$ cat src/rtl/hazard_forward_if.sv
// Datapath <-> hazard/forwarding unit bundle: D/E-stage fields in, mux selects,
// pipeline controls and performance counters out.
interface hazard_forward_if #(
  parameter int RegAddrW = 5,
  parameter int CntW     = 32
);
  logic [RegAddrW-1:0] rs1_d;
  logic [RegAddrW-1:0] rs2_d;
  logic [RegAddrW-1:0] rs1_e;
  logic [RegAddrW-1:0] rs2_e;
  logic [RegAddrW-1:0] rd_e;
  logic                reg_write_e;
  logic                is_load_e;
  logic                pc_src_e;
  logic [1:0]          forward_a_e;
  logic [1:0]          forward_b_e;
  logic                stall_f;
  logic                stall_d;
  logic                flush_d;
  logic                flush_e;
  logic [CntW-1:0]     lu_stall_cnt;
  logic [CntW-1:0]     flush_cnt;

  modport master (
    output rs1_d, rs2_d, rs1_e, rs2_e, rd_e, reg_write_e, is_load_e, pc_src_e,
    input  forward_a_e, forward_b_e, stall_f, stall_d, flush_d, flush_e,
           lu_stall_cnt, flush_cnt
  );

  modport slave (
    input  rs1_d, rs2_d, rs1_e, rs2_e, rd_e, reg_write_e, is_load_e, pc_src_e,
    output forward_a_e, forward_b_e, stall_f, stall_d, flush_d, flush_e,
           lu_stall_cnt, flush_cnt
  );
endinterface

$ cat src/rtl/hazard_forward_unit.sv
// EX-stage operand forwarding selects, load-use stall / control flush generation
// and saturating event counters for a 5-stage RISC-V pipeline.
module hazard_forward_unit #(
  parameter int RegAddrW = 5,
  parameter int CntW     = 32
) (
  input  logic             clk,
  input  logic             rst,
  hazard_forward_if.slave  bus
);

  logic [RegAddrW-1:0] rd_m_q, rd_m_d;
  logic [RegAddrW-1:0] rd_w_q, rd_w_d;
  logic                reg_write_m_q, reg_write_m_d;
  logic                reg_write_w_q, reg_write_w_d;
  logic [CntW-1:0]     lu_cnt_q, lu_cnt_d;
  logic [CntW-1:0]     flush_cnt_q, flush_cnt_d;
  logic                lu;

  // Youngest producer wins: MEM is checked before WB; x0 never forwards.
  function automatic logic [1:0] fwd_sel(
    input logic [RegAddrW-1:0] rs,
    input logic [RegAddrW-1:0] rd_m, input logic we_m,
    input logic [RegAddrW-1:0] rd_w, input logic we_w
  );
    logic [1:0] sel;
    sel = 2'b00;
    if (we_m && (rd_m != '0) && (rd_m == rs))      sel = 2'b10;
    else if (we_w && (rd_w != '0) && (rd_w == rs)) sel = 2'b01;
    return sel;
  endfunction

  always_comb begin
    lu = bus.is_load_e && (bus.rd_e != '0) &&
         ((bus.rd_e == bus.rs1_d) || (bus.rd_e == bus.rs2_d));

    bus.forward_a_e = '0;
    bus.forward_b_e = '0;
    bus.stall_f     = 1'b0;
    bus.stall_d     = 1'b0;
    bus.flush_d     = 1'b0;
    bus.flush_e     = 1'b0;
    if (!rst) begin
      bus.forward_a_e = fwd_sel(bus.rs1_e, rd_m_q, reg_write_m_q, rd_w_q, reg_write_w_q);
      bus.forward_b_e = fwd_sel(bus.rs2_e, rd_m_q, reg_write_m_q, rd_w_q, reg_write_w_q);
      bus.stall_f     = lu;
      bus.stall_d     = lu;
      bus.flush_d     = bus.pc_src_e;
      bus.flush_e     = lu | bus.pc_src_e;
    end

    bus.lu_stall_cnt = lu_cnt_q;
    bus.flush_cnt    = flush_cnt_q;
  end

  always_comb begin
    rd_m_d        = bus.rd_e;
    reg_write_m_d = bus.reg_write_e;
    rd_w_d        = rd_m_q;
    reg_write_w_d = reg_write_m_q;

    lu_cnt_d = lu_cnt_q;
    if (lu && (lu_cnt_q != '1)) lu_cnt_d = lu_cnt_q + 1'b1;

    flush_cnt_d = flush_cnt_q;
    if (bus.pc_src_e && (flush_cnt_q != '1)) flush_cnt_d = flush_cnt_q + 1'b1;
  end

  always_ff @(posedge clk) begin
    if (rst) begin
      rd_m_q        <= '0;
      rd_w_q        <= '0;
      reg_write_m_q <= 1'b0;
      reg_write_w_q <= 1'b0;
      lu_cnt_q      <= '0;
      flush_cnt_q   <= '0;
    end else begin
      rd_m_q        <= rd_m_d;
      rd_w_q        <= rd_w_d;
      reg_write_m_q <= reg_write_m_d;
      reg_write_w_q <= reg_write_w_d;
      lu_cnt_q      <= lu_cnt_d;
      flush_cnt_q   <= flush_cnt_d;
    end
  end

endmodule

$ cat src/flat_wrapper.sv
// flat-port wrapper written by rule: the top's interface ports become plain ports
module hazard_forward_unit_flat 
#(
  parameter int RegAddrW = 5,
  parameter int CntW     = 32
)
  (clk, rst, bus_rs1_d, bus_rs2_d, bus_rs1_e, bus_rs2_e, bus_rd_e, bus_reg_write_e, bus_is_load_e, bus_pc_src_e, bus_forward_a_e, bus_forward_b_e, bus_stall_f, bus_stall_d, bus_flush_d, bus_flush_e, bus_lu_stall_cnt, bus_flush_cnt);
  hazard_forward_if #(.RegAddrW(RegAddrW), .CntW(CntW)) bus_i ();
  input  logic clk;
  input  logic rst;
  input wire logic [$bits(bus_i.rs1_d)-1:0] bus_rs1_d;
  input wire logic [$bits(bus_i.rs2_d)-1:0] bus_rs2_d;
  input wire logic [$bits(bus_i.rs1_e)-1:0] bus_rs1_e;
  input wire logic [$bits(bus_i.rs2_e)-1:0] bus_rs2_e;
  input wire logic [$bits(bus_i.rd_e)-1:0] bus_rd_e;
  input wire logic [$bits(bus_i.reg_write_e)-1:0] bus_reg_write_e;
  input wire logic [$bits(bus_i.is_load_e)-1:0] bus_is_load_e;
  input wire logic [$bits(bus_i.pc_src_e)-1:0] bus_pc_src_e;
  output wire logic [$bits(bus_i.forward_a_e)-1:0] bus_forward_a_e;
  output wire logic [$bits(bus_i.forward_b_e)-1:0] bus_forward_b_e;
  output wire logic [$bits(bus_i.stall_f)-1:0] bus_stall_f;
  output wire logic [$bits(bus_i.stall_d)-1:0] bus_stall_d;
  output wire logic [$bits(bus_i.flush_d)-1:0] bus_flush_d;
  output wire logic [$bits(bus_i.flush_e)-1:0] bus_flush_e;
  output wire logic [$bits(bus_i.lu_stall_cnt)-1:0] bus_lu_stall_cnt;
  output wire logic [$bits(bus_i.flush_cnt)-1:0] bus_flush_cnt;
  assign bus_i.rs1_d = bus_rs1_d;
  assign bus_i.rs2_d = bus_rs2_d;
  assign bus_i.rs1_e = bus_rs1_e;
  assign bus_i.rs2_e = bus_rs2_e;
  assign bus_i.rd_e = bus_rd_e;
  assign bus_i.reg_write_e = bus_reg_write_e;
  assign bus_i.is_load_e = bus_is_load_e;
  assign bus_i.pc_src_e = bus_pc_src_e;
  assign bus_forward_a_e = bus_i.forward_a_e;
  assign bus_forward_b_e = bus_i.forward_b_e;
  assign bus_stall_f = bus_i.stall_f;
  assign bus_stall_d = bus_i.stall_d;
  assign bus_flush_d = bus_i.flush_d;
  assign bus_flush_e = bus_i.flush_e;
  assign bus_lu_stall_cnt = bus_i.lu_stall_cnt;
  assign bus_flush_cnt = bus_i.flush_cnt;
  hazard_forward_unit #(.RegAddrW(RegAddrW), .CntW(CntW)) u_core (.clk(clk), .rst(rst), .bus(bus_i));
endmodule
$ cat config.mk
export PLATFORM = sky130hd
export DESIGN_NAME = hazard_forward_unit_flat
export DESIGN_NICKNAME = d
export VERILOG_FILES = /design/src/rtl/hazard_forward_if.sv /design/src/rtl/hazard_forward_unit.sv /design/src/flat_wrapper.sv
export SDC_FILE = /design/constraint.sdc
export NUM_CORES = 1
export LEC_CHECK = 0
export ABC_AREA = 1
export CAP_MARGIN = 10
export CORE_UTILIZATION = 52
export DETAILED_ROUTE_END_ITERATION = 10
export PLACE_DENSITY = 0.8
export SLEW_MARGIN = 20
export SYNTH_ARGS = -nofsm -noshare
export SYNTH_HDL_FRONTEND = slang
export SYNTH_SLANG_ARGS = --single-unit
export TNS_END_PERCENT = 30
$ cat constraint.sdc
create_clock -name clk -period 2.3 [get_ports clk]
set_input_delay 0.46 -clock clk [delete_from_list [all_inputs] [get_ports clk]]
set_output_delay 0.46 -clock clk [all_outputs]
set_load 0.005 [all_outputs]
After elaboration in Yosys (flattened, before gate mapping)
Cells that the tools add are included.

storage, ports and cells
  output and inout bits = 72
  register bits = 76
  input bits = 30
  word-level logic and storage cells = 40

operators by class
  multiplexer cells = 9
  reductions and logical operators = 14
  $add $sub $neg = 2
  equal/unequal tests = 8
  bitwise logic cells = 1

operators by type and width
  cell                   number
  $add 32x1->32 const B  2
  $ne 32x32->1 const B   2
  $eq 5x5->1             6
  $reduce_bool 5->1      3
  $logic_and 1x1->1      10
  $mux 2                 4
  $mux 1                 5
  $logic_or 1x1->1       1
  $or 1x1->1             1

Logic depth before layout (Yosys ltp)
Gate-level depths: netlist of run 1.

  word-level depth = 6
  depth in mapped cells = 13
  mapped depth without buffers = 13

Least setup slack after synthesis of run 1
Ideal clock, no wire load.

  kind = in2out
  start point = input port bus_rd_e[1]
  end point = output port bus_stall_f
  required time = 1.840 ns
  path buffers = 1
  stages on the path = 9
  arrival time = 1.347 ns
  slack = 0.493 ns
  cell sequence = inv_1 -> nand2_1 -> nand2_1 -> nor2_1 -> nand3_1 -> nand2_1 -> nand2_1 -> nor2_1 -> buf_4

between the ends
  cells in the longest elaborated chain, start to end = 4
  elaborated cells on any way between the ends = 7
  those cells by class = eq/ne (2); mux (1); reduce/logical (4)

ends and longest elaborated chain
  element                                                line                                                  RTL
  start: declaration                                     flat_wrapper.sv:15                                    input wire logic [$bits(bus_i.rd_e)-1:0] bus_rd_e;
  $eq 5x5->1 or $reduce_bool 5->1 (tied branches)        hazard_forward_unit.sv:35, hazard_forward_unit.sv:34
  $logic_or 1x1->1 or $logic_and 1x1->1 (tied branches)  hazard_forward_unit.sv:35, hazard_forward_unit.sv:34
  $logic_and 1x1->1 (*)                                  hazard_forward_unit.sv:34                             lu = bus.is_load_e && (bus.rd_e != '0) &&
  $mux 1 (*)                                             -
  end: declaration                                       flat_wrapper.sv:21                                    output wire logic [$bits(bus_i.stall_f)-1:0] bus_stall_f;

Mark *: on every way between the ends. The rest lies on a longest branch, timed or not.

Final worst setup path of run 1
  start point = input port bus_rs2_d[2]
  end point = output port bus_stall_f

between the ends
  cells in the longest elaborated chain, start to end = 4

ends and longest elaborated chain
  element             line                       RTL
  start: declaration  flat_wrapper.sv:12         input wire logic [$bits(bus_i.rs2_d)-1:0] bus_rs2_d;
  $eq 5x5->1          hazard_forward_unit.sv:35  ((bus.rd_e == bus.rs1_d) || (bus.rd_e == bus.rs2_d));
  $logic_or 1x1->1    hazard_forward_unit.sv:35
  $logic_and 1x1->1   hazard_forward_unit.sv:34
  $mux 1              hazard_forward_unit.sv:43  if (!rst) begin

No other way between the ends.

==> impl.org, run 1 <==
** Yosys
- Mapped Nets :: 857
- Most instantiated cells after synthesis :: 245 x sky130_fd_sc_hd__nand2_1, 135 x sky130_fd_sc_hd__nor2_1, 92 x sky130_fd_sc_hd__inv_1
- Synth warn :: 0
- Count of distinct cell types in the synthesized netlist :: 35
- Yosys attributes the largest share of cell area to sky130_fd_sc_hd__dfxtp_1 30%, sky130_fd_sc_hd__nand2_1 18%, sky130_fd_sc_hd__nor2_1 10%, sky130_fd_sc_hd__inv_1 6.8%, sky130_fd_sc_hd__nand3_1 5.5%.
- Synth top area share :: 0.301
- Mapped Cells :: 825
- For this run, the leading register cell type out of synthesis is sky130_fd_sc_hd__dfxtp_1.
- Proportion of register bits with asynchronous set or reset after synthesis :: 0
- Number of enable flip-flop cells after synthesis :: 0
- Post-Syn Area :: 5060 sq um
- The most common cell in the synthesized netlist is sky130_fd_sc_hd__nand2_1.
- For this run, the register share of the synthesized area comes to 0.301.
- Synth Area per Inst :: 6.13 sq um
- Post-synthesis register bit count :: 76
- Post-synth top area cell :: sky130_fd_sc_hd__dfxtp_1

** Drt
- The first routing iteration left 232 violations.
- The detail route stage leaves a number of antenna-violating nets equal to 0.
- Average via count per standard cell :: 5.27
- Total wire length after detailed routing :: 14.3 mm
- For this run, the detailed router's first-pass iteration total came to 7.
- The routed layout has 5697 vias.
- After detailed routing, the number of remaining DRC violations is 0.
- Mean routed wirelength per cell :: 13.2 um

** Clock tree
- No sink is reached through more buffers than the 2 on the longest clock path.
- The H-tree generated during clock tree synthesis spans 3 levels.
- CTS placed an instance of sky130_fd_sc_hd__clkbuf_8 at the clock tree root.
- Clock transition at the register clock pins on the worst setup and hold paths after CTS :: 0.08 ns
- Clock latency of the later-clocked register in the worst-skew pair :: 0.36 ns
- In this run, post-CTS hold repair placed 0 buffers.
- Inserted Clock Buffers :: 9
- The clock drives 76 sinks.
- TritonCTS built the clock tree.

** Die
- Die X-Extent :: 101 um
- The die covers 10100 sq um.
- Y dimension of the die :: 101 um
- For this configuration, the core starts out at a cell density of 0.542.
- Placeable Area :: 9330 sq um
- The floorplan has 35 rows.
- Pin placement for this block handled 102 I/O pins.

** Worst setup path
- Data arrival time of the critical path :: 1.78 ns
- Crit start category :: primary input
- Cell occurring most often along the worst timing path :: sky130_fd_sc_hd__nand2_1
- Worst path slowest cell :: sky130_fd_sc_hd__clkdlybuf4s50_1
- The worst setup path is captured at an output pin.
- Crit-path max FO :: 3
- STA puts the critical path data required time at 1.84 ns.
- The worst setup path is of the in -> out kind.
- The critical path goes through clkdlybuf4s50_1, inv_1, nand2_1, nand2_1, nor2_1, nand3_1, nand2_2, nand2_4, nor2_4, clkdlybuf4s15_2.
- On the worst path, the slowest cell contributes a delay of 0.48 ns.

** Finish
- Finished Core Util :: 0.717
- Register area :: 1530 sq um
- Layout filler cell count :: 796
- Count of antenna diodes in the layout :: 0
- Fraction of final layout cells with drive strength greater than 1 :: 0.133
- Finished Cell Area :: 6690 sq um
- Synthesis-to-layout area growth :: 32.2%
- The final layout contains 979 nets.
- The multi-input combinational cells in the finished layout cover a total of 3070 sq um.

** Global routing
- Across every metal layer, demand over resource in global routing totals 0.293.
- First-pass GRT wire length :: 23.9 mm
- After global routing the overflow that remains totals 0.
- Pin count of the biggest net entering global routing :: 30
- The initial antenna violation count came to 0.
- The number of global-route vias before repair came to 5351.

** Power and ir drop
- Internal Pwr Total :: 2.01 mW
- The share of total power dissipated in the clock network is 0.389.
- Switching power total :: 0.715 mW
- The share of total power dissipated in sequential elements is 0.494.
- Of the total power, the share spent switching nets is 0.262.
- Pwr dens :: 408 nW/um^2
- Static power due to leakage :: 2.83 nW
- Of the total power, combinational logic draws 0.117.
- The worst-case IR drop observed on VDD is 254 uV.

** Timing
- Setup slack closes at 0.0557 ns.
- At the pin with the least slew margin, the transition time is 0.903 ns.
- Setup violations remaining at the end of the flow were counted as 0.
- Headroom to the max-slew limit :: 0.397
- Setup total negative slack :: 0 ns
- Setup repair after global routing could not meet its margin everywhere.
- Share of the clock period used by the worst path :: 0.976
- Worst clock skew :: 0.00934 ns
- The clock period could shrink to 2.24 ns.
- The hold violation count in the final report is 0.
- Max-slew violations :: 0
- Fmax achieved :: 446 MHz

** Placed design
- The wire-length estimate of the detail-placed layout is 10.3 mm.
- Dpl ws :: -0.457 ns
- Gp weighted congestion :: 0.989
- Instance area after placement :: 6240 sq um
- Input and output buffers added on the ports amount to 101.

** Min path
- Hold WC Path Type :: reg -> reg

** Run
- Number of max-capacitance violations reported :: 0

** Status
- The flow ran to the end, and the final reports show no timing, DRC or antenna violations.
-- layout make-up --
cell class	count	area share
clock inverter	5	0.00917
tap	129	0.0241
timing repair buffer	134	0.200
multi-input combinational	625	0.459
clock buffer	11	0.0211
sequential	76	0.229
inverter	101	0.0571
-- sequential cells by signal, summed over array words and instances (netlist names) --
name / flops
u_core.reg_write_m_q: 1
u_core.bus.lu_stall_cnt: 32
u_core.rd_m_q: 5
u_core.reg_write_w_q: 1
u_core.rd_w_q: 5
u_core.bus.flush_cnt: 32
-- path summary, 6_finish.rpt --
path                                     end                       start  cells past startpoint  slack [ns]
hold / removal          u_core.reg_write_w_q        u_core.reg_write_m_q                      2        0.42
setup / recovery                 bus_stall_f                bus_rs2_d[2]                     10        0.06
hold reg to reg         u_core.reg_write_w_q        u_core.reg_write_m_q                      2        0.42
setup reg to reg  u_core.bus.lu_stall_cnt[1]  u_core.bus.lu_stall_cnt[0]                     10        0.16
-- cell families after synthesis --
kind of cell	Yosys count	share of synthesized area
adders and majority gates	2	0.00495
buffers and inverters	124	0.105
and+or+nand+nor	521	0.454
DFF	76	0.301
xor gates and xnor gates	34	0.0589
AOI/OAI and AO/OA	68	0.0762
-- power groups by stage --
stage,combinational (mW),sequential (mW),clock [mW]
finish,0.319,1.35,1.06
detailed placement,0.283,1.38,0
global route,0.348,1.35,1.13
CTS,0.310,1.35,1.07
floorplan,0.154,1.37,0
global placement,0.274,1.38,0
-- routing by layer --
| layer | up-vias | wire length, um | track usage |
|---|---|---|---|
| met4 | 0 | 488 | 0.133 |
| met5 | - | 0 | 0 |
| met1 | 2591 | 6120 | 0.355 |
| met2 | 223 | 6950 | 0.518 |
| met3 | 45 | 739 | 0.0368 |
| li1 | 2838 | - | - |
-- through the flow --
stage / total power [mW] / instances / hold WS (ns)
finish: 2.73 / 1081 / 0.423
detailed placement: 1.66 / 1052 / 0.418
floorplan: 1.53 / 825 / 0.403
global route: 2.83 / 1081 / 0.447
CTS: 2.73 / 1080 / 0.431
global placement: 1.65 / 1052 / 0.417
-- worst max-delay path, delay by kind of cell --
family,cells,cell delay (ns)
buffers and inverters,3,0.74
and+or+nand+nor,7,0.57
-- cell usage in the layout (no fill, tap or decap), drive strengths merged --
cell type	count
a21oi	55
nand2	264
clkinvlp	3
nand3b	4
or2	1
clkdlybuf4s50	74
o21ai	5
nor3	22
o22ai	3
clkdlybuf4s15	4
dfxtp	76
xnor2	15
buf	35
nor2	143
and3	2
dlygate4sd2	6
clkinv	1
xor2	19
inv	101
o211ai	2
bufinv	1
dlymetal6s2s	10
clkbuf	16
ha	2
nand3	58
o21bai	2
nand4	27
a31oi	1
-- timing repair --
action,4_1_cts,5_1_grt
buffers inserted,9,3
gates resized for setup,42,33
pin swaps,8,14
setup endpoints to repair,7,23
gates cloned,3,0
No activity file was read; power rests on OpenSTA's default activity.
==> run 2: changes to the inputs <==
CORE_MARGIN = 2   (was default)
MAX_ROUTING_LAYER = met4   (was default)
==> impl.org, run 2 (synthesis results as in run 1) <==
** Run
- Number of max-capacitance violations reported :: 0 (unchanged)

** Drt
- The total wire length came to 14.5 mm (+1.5%).
- The via-per-instance ratio came to 5.30 (+0.56%).
- The count of routing violations after the opening detailed-route iteration is 312 (+34%).
- Residual DRC :: 0 (unchanged)
- The average wire length per cell after detail routing came to 13.4 um (+1.2%).
- Number of iterations in the first detailed-routing pass :: 5 (-2)
- Antenna-violating nets left :: 0 (unchanged)
- The vias after detailed routing is 5745 (+0.84%).

** Global routing
- The overall routing resource usage came to 0.288 (-0.00501).
- The number of global-route vias before repair came to 5373 (+0.41%).
- The wire length of the first global-routing pass was 23.7 mm (-0.92%).
- The pin count of the biggest net entering global routing was 31 (+3.3%).
- GRT overflow :: 0 (unchanged)
- The initial antenna violation count was 0 (unchanged).

** Power and ir drop
- The worst vdd rail ir drop came to 290 uV (+14%).
- Static power due to leakage :: 2.76 nW (-2.4%)
- Pwr dens :: 420 nW/um^2 (+3.1%)

** Finish
- Count of antenna diodes in the layout :: 0 (unchanged)
- Fraction of final layout cells with drive strength greater than 1 :: 0.126 (-0.00775)
- Layout Cells excl Fill :: 1084 (+0.28%)
- The library cell used most frequently in the layout, excluding fill and tap cells, is sky130_fd_sc_hd__nand2_1.
- Relative to the synthesized area, the layout overhead comes to 31.7%.
- The total number of nets in the final design is 982 (+0.31%).
- Most frequent cells in the layout :: 240 x sky130_fd_sc_hd__nand2_1, 134 x sky130_fd_sc_hd__nor2_1, 88 x sky130_fd_sc_hd__inv_1
- Finished Core Util :: 0.714 (-0.00268)

** Clock tree
- Level count of the clock H-tree :: 3 (unchanged)
- Clock tree sinks :: 76 (unchanged)
- Clock transition at the register clock pins on the worst setup and hold paths after CTS :: 0.08 ns (about the same)
- The number of buffers between clock root and the deepest sink came to 2 (unchanged).
- The root buffer cell chosen for the clock tree is sky130_fd_sc_hd__clkbuf_8.
- TritonCTS built the clock tree.
- The clock network latency to the later pin of the worst-skew pair was 0.35 ns (about the same).
- Inserted Clock Buffers :: 9 (unchanged)

** Timing
- Headroom to the max-slew limit :: 0.388 (-0.00882)
- Max-slew violations :: 0 (unchanged)
- The setup slack of the critical path after layout was 0.0164 ns (-0.0393 ns).
- Count of final setup violators :: 0 (unchanged)
- The final hold slack came to 0.448 ns (+0.0249 ns).
- The maximum clock skew at final layout is 0.00679 ns (-0.00255 ns).
- Fmax achieved :: 438 MHz (-1.7%)
- Setup total negative slack :: 0 ns (unchanged)
- Hold Violations, Final :: 0 (unchanged)
- Worst-Margin Slew :: 0.916 ns (+0.0132 ns)
- Share of the clock period used by the worst path :: 0.993 (+0.0171)
- Setup repair after global routing could not meet its margin everywhere.
- Shortest period the worst path allows :: 2.28 ns (+0.0393 ns)

** Min path
- Hold WC Path Type :: reg -> reg
- The worst hold path terminates at u_core.reg_write_w_q.
- Worst hold path stage count :: 2 (unchanged)
- The startpoint identified for the worst hold timing path is u_core.reg_write_m_q.

** Worst setup path
- The worst setup path is launched from a primary input.
- Critical path class :: in -> reg
- Among the stages of the critical path, the cell type that occurs most often is sky130_fd_sc_hd__buf_4.
- The worst setup path is captured at a flop.
- The peak fanout along the critical path is 8 (+5).
- The peak per-stage delay on the critical path was 0.25 ns (-0.23 ns).
- Critical path's top delay family :: buffers and inverters
- Logic depth of the worst register-to-register path :: 11 (+1)
- Number of gates on the worst path with buffers counted :: 18 (+8)
- On the critical path, the stage with the largest delay is an instance of sky130_fd_sc_hd__dlygate4sd2_1.
- The buffering stage count on the worst path with inverters included came to 11 (+8).
- In this run the critical register-to-register path is captured at u_core.bus.lu_stall_cnt[25].
- The internal reg-to-reg setup slack is 0.15 ns (about the same).
- Launch instance of the worst register-to-register path :: u_core.bus.lu_stall_cnt[0]
- The arrival time of the worst setup path is 2.52 ns (+0.74 ns).
- The critical path required time was 2.54 ns (+0.70 ns).
- CP Cell Sequence :: dlygate4sd2_1, inv_1, nand2_1, nand2_1, nor2_1, nand3_1, nand2_2, buf_4, buf_4, buf_4, buf_4, buf_4, buf_4, buf_4, buf_12, buf_4, nand4_1, a21oi_2

** Die
- The total die area was 10500 sq um (+4.0%).
- The horizontal die dimension came to 103 um (+2.0%).
- The cell row count was 35 (unchanged).
- Y dimension of the die :: 103 um (+2.0%)
- The placeable core region was 9330 sq um (unchanged).
- The initial standard-cell utilization of the core is 0.542 (unchanged).
- I/O pin count :: 102 (unchanged)

** Placed design
- Half-perimeter wire length after placement :: 10.4 mm (+1.1%)
- The routability congestion estimate from global placement is 1.00 (+1.5%).
- The pre-CTS worst setup slack came to -0.484 ns (-0.0271 ns).
- Count of buffers from port buffering :: 101 (unchanged)
- The total instance count after detailed placement came to 1053 (+0.095%).

** Status
- The flow ran to the end, and the final reports show no timing, DRC or antenna violations.
[run 2: cell count changes in the layout (fill, tap and decap cells not counted), sizes merged, moves of 3 or more]
cell,previous run,this run
clkbuf,16,13
clkdlybuf4s50,74,78
dlygate4sd2,6,9
dlymetal6s2s,10,5
nand3,58,61
[run 2: cell type report]
type                       count  area (sq um)
inverter                     101           384
multi-input combinational    628          3090
sequential                    76          1520
fill                         823          2670
timing repair buffer         134          1290
clock buffer                  10           128
clock inverter                 6          88.8
tap                          129           161
[run 2: repair_timing]
item                                    in CTS  in global routing
hold buffers                                 0                  0
pin swaps                                    6                  7
buffers inserted                             9                  2
endpoints found under the setup margin       7                 25
gates cloned                                 1                  3
hold endpoints to repair                     0                  0
resized for setup                           31                 23
[run 2: worst max-delay path by stage]
stage / endpoint / from
2_1_floorplan: bus_stall_f / bus_rd_e[1]
3_3_place_gp: bus_stall_f / bus_rd_e[3]
3_5_place_dp: bus_stall_f / bus_rd_e[3]
4_1_cts: bus_forward_b_e[1] / bus_rs2_e[1]
5_1_grt: u_core.bus.lu_stall_cnt[4] / bus_rd_e[0]
6_report: u_core.bus.lu_stall_cnt[8] / bus_rs1_d[0]
[run 2: through the flow]
step / power (mW) / area, sq um
floorplan: 1.53 / 5060
global placement: 1.65 / 6250
detailed placement: 1.66 / 6250
CTS: 2.80 / 6570
global route: 2.91 / 6660
finish: 2.80 / 6660
[run 2: worst register-to-register path, cell delays in order (launching register included)]
cell and delay [ns]:
sky130_fd_sc_hd__dfxtp_1 0.39, sky130_fd_sc_hd__ha_1 0.25, sky130_fd_sc_hd__nand2_2 0.09, sky130_fd_sc_hd__nor2_4 0.19
sky130_fd_sc_hd__nand2_4 0.11, sky130_fd_sc_hd__nor2_8 0.17, sky130_fd_sc_hd__nand3_4 0.33, sky130_fd_sc_hd__nand2_1 0.25
sky130_fd_sc_hd__inv_1 0.08, sky130_fd_sc_hd__nand3_1 0.08, sky130_fd_sc_hd__nand2_1 0.05, sky130_fd_sc_hd__nor2_1 0.10
[run 2: power breakdown]
| group | internal [mW] | leakage (nW) | switching [mW] |
|---|---|---|---|
| sequential | 1.33 | 0.615 | 0.0177 |
| clock | 0.611 | 0.102 | 0.517 |
| combinational | 0.149 | 2.04 | 0.174 |
[run 2: layer usage]
metal,track usage,up-vias,wire [um]
met5,-,-,0
met4,0.138,0,542
met3,0.0366,46,688
met2,0.481,188,7050
met1,0.344,2645,6240
li1,-,2866,-
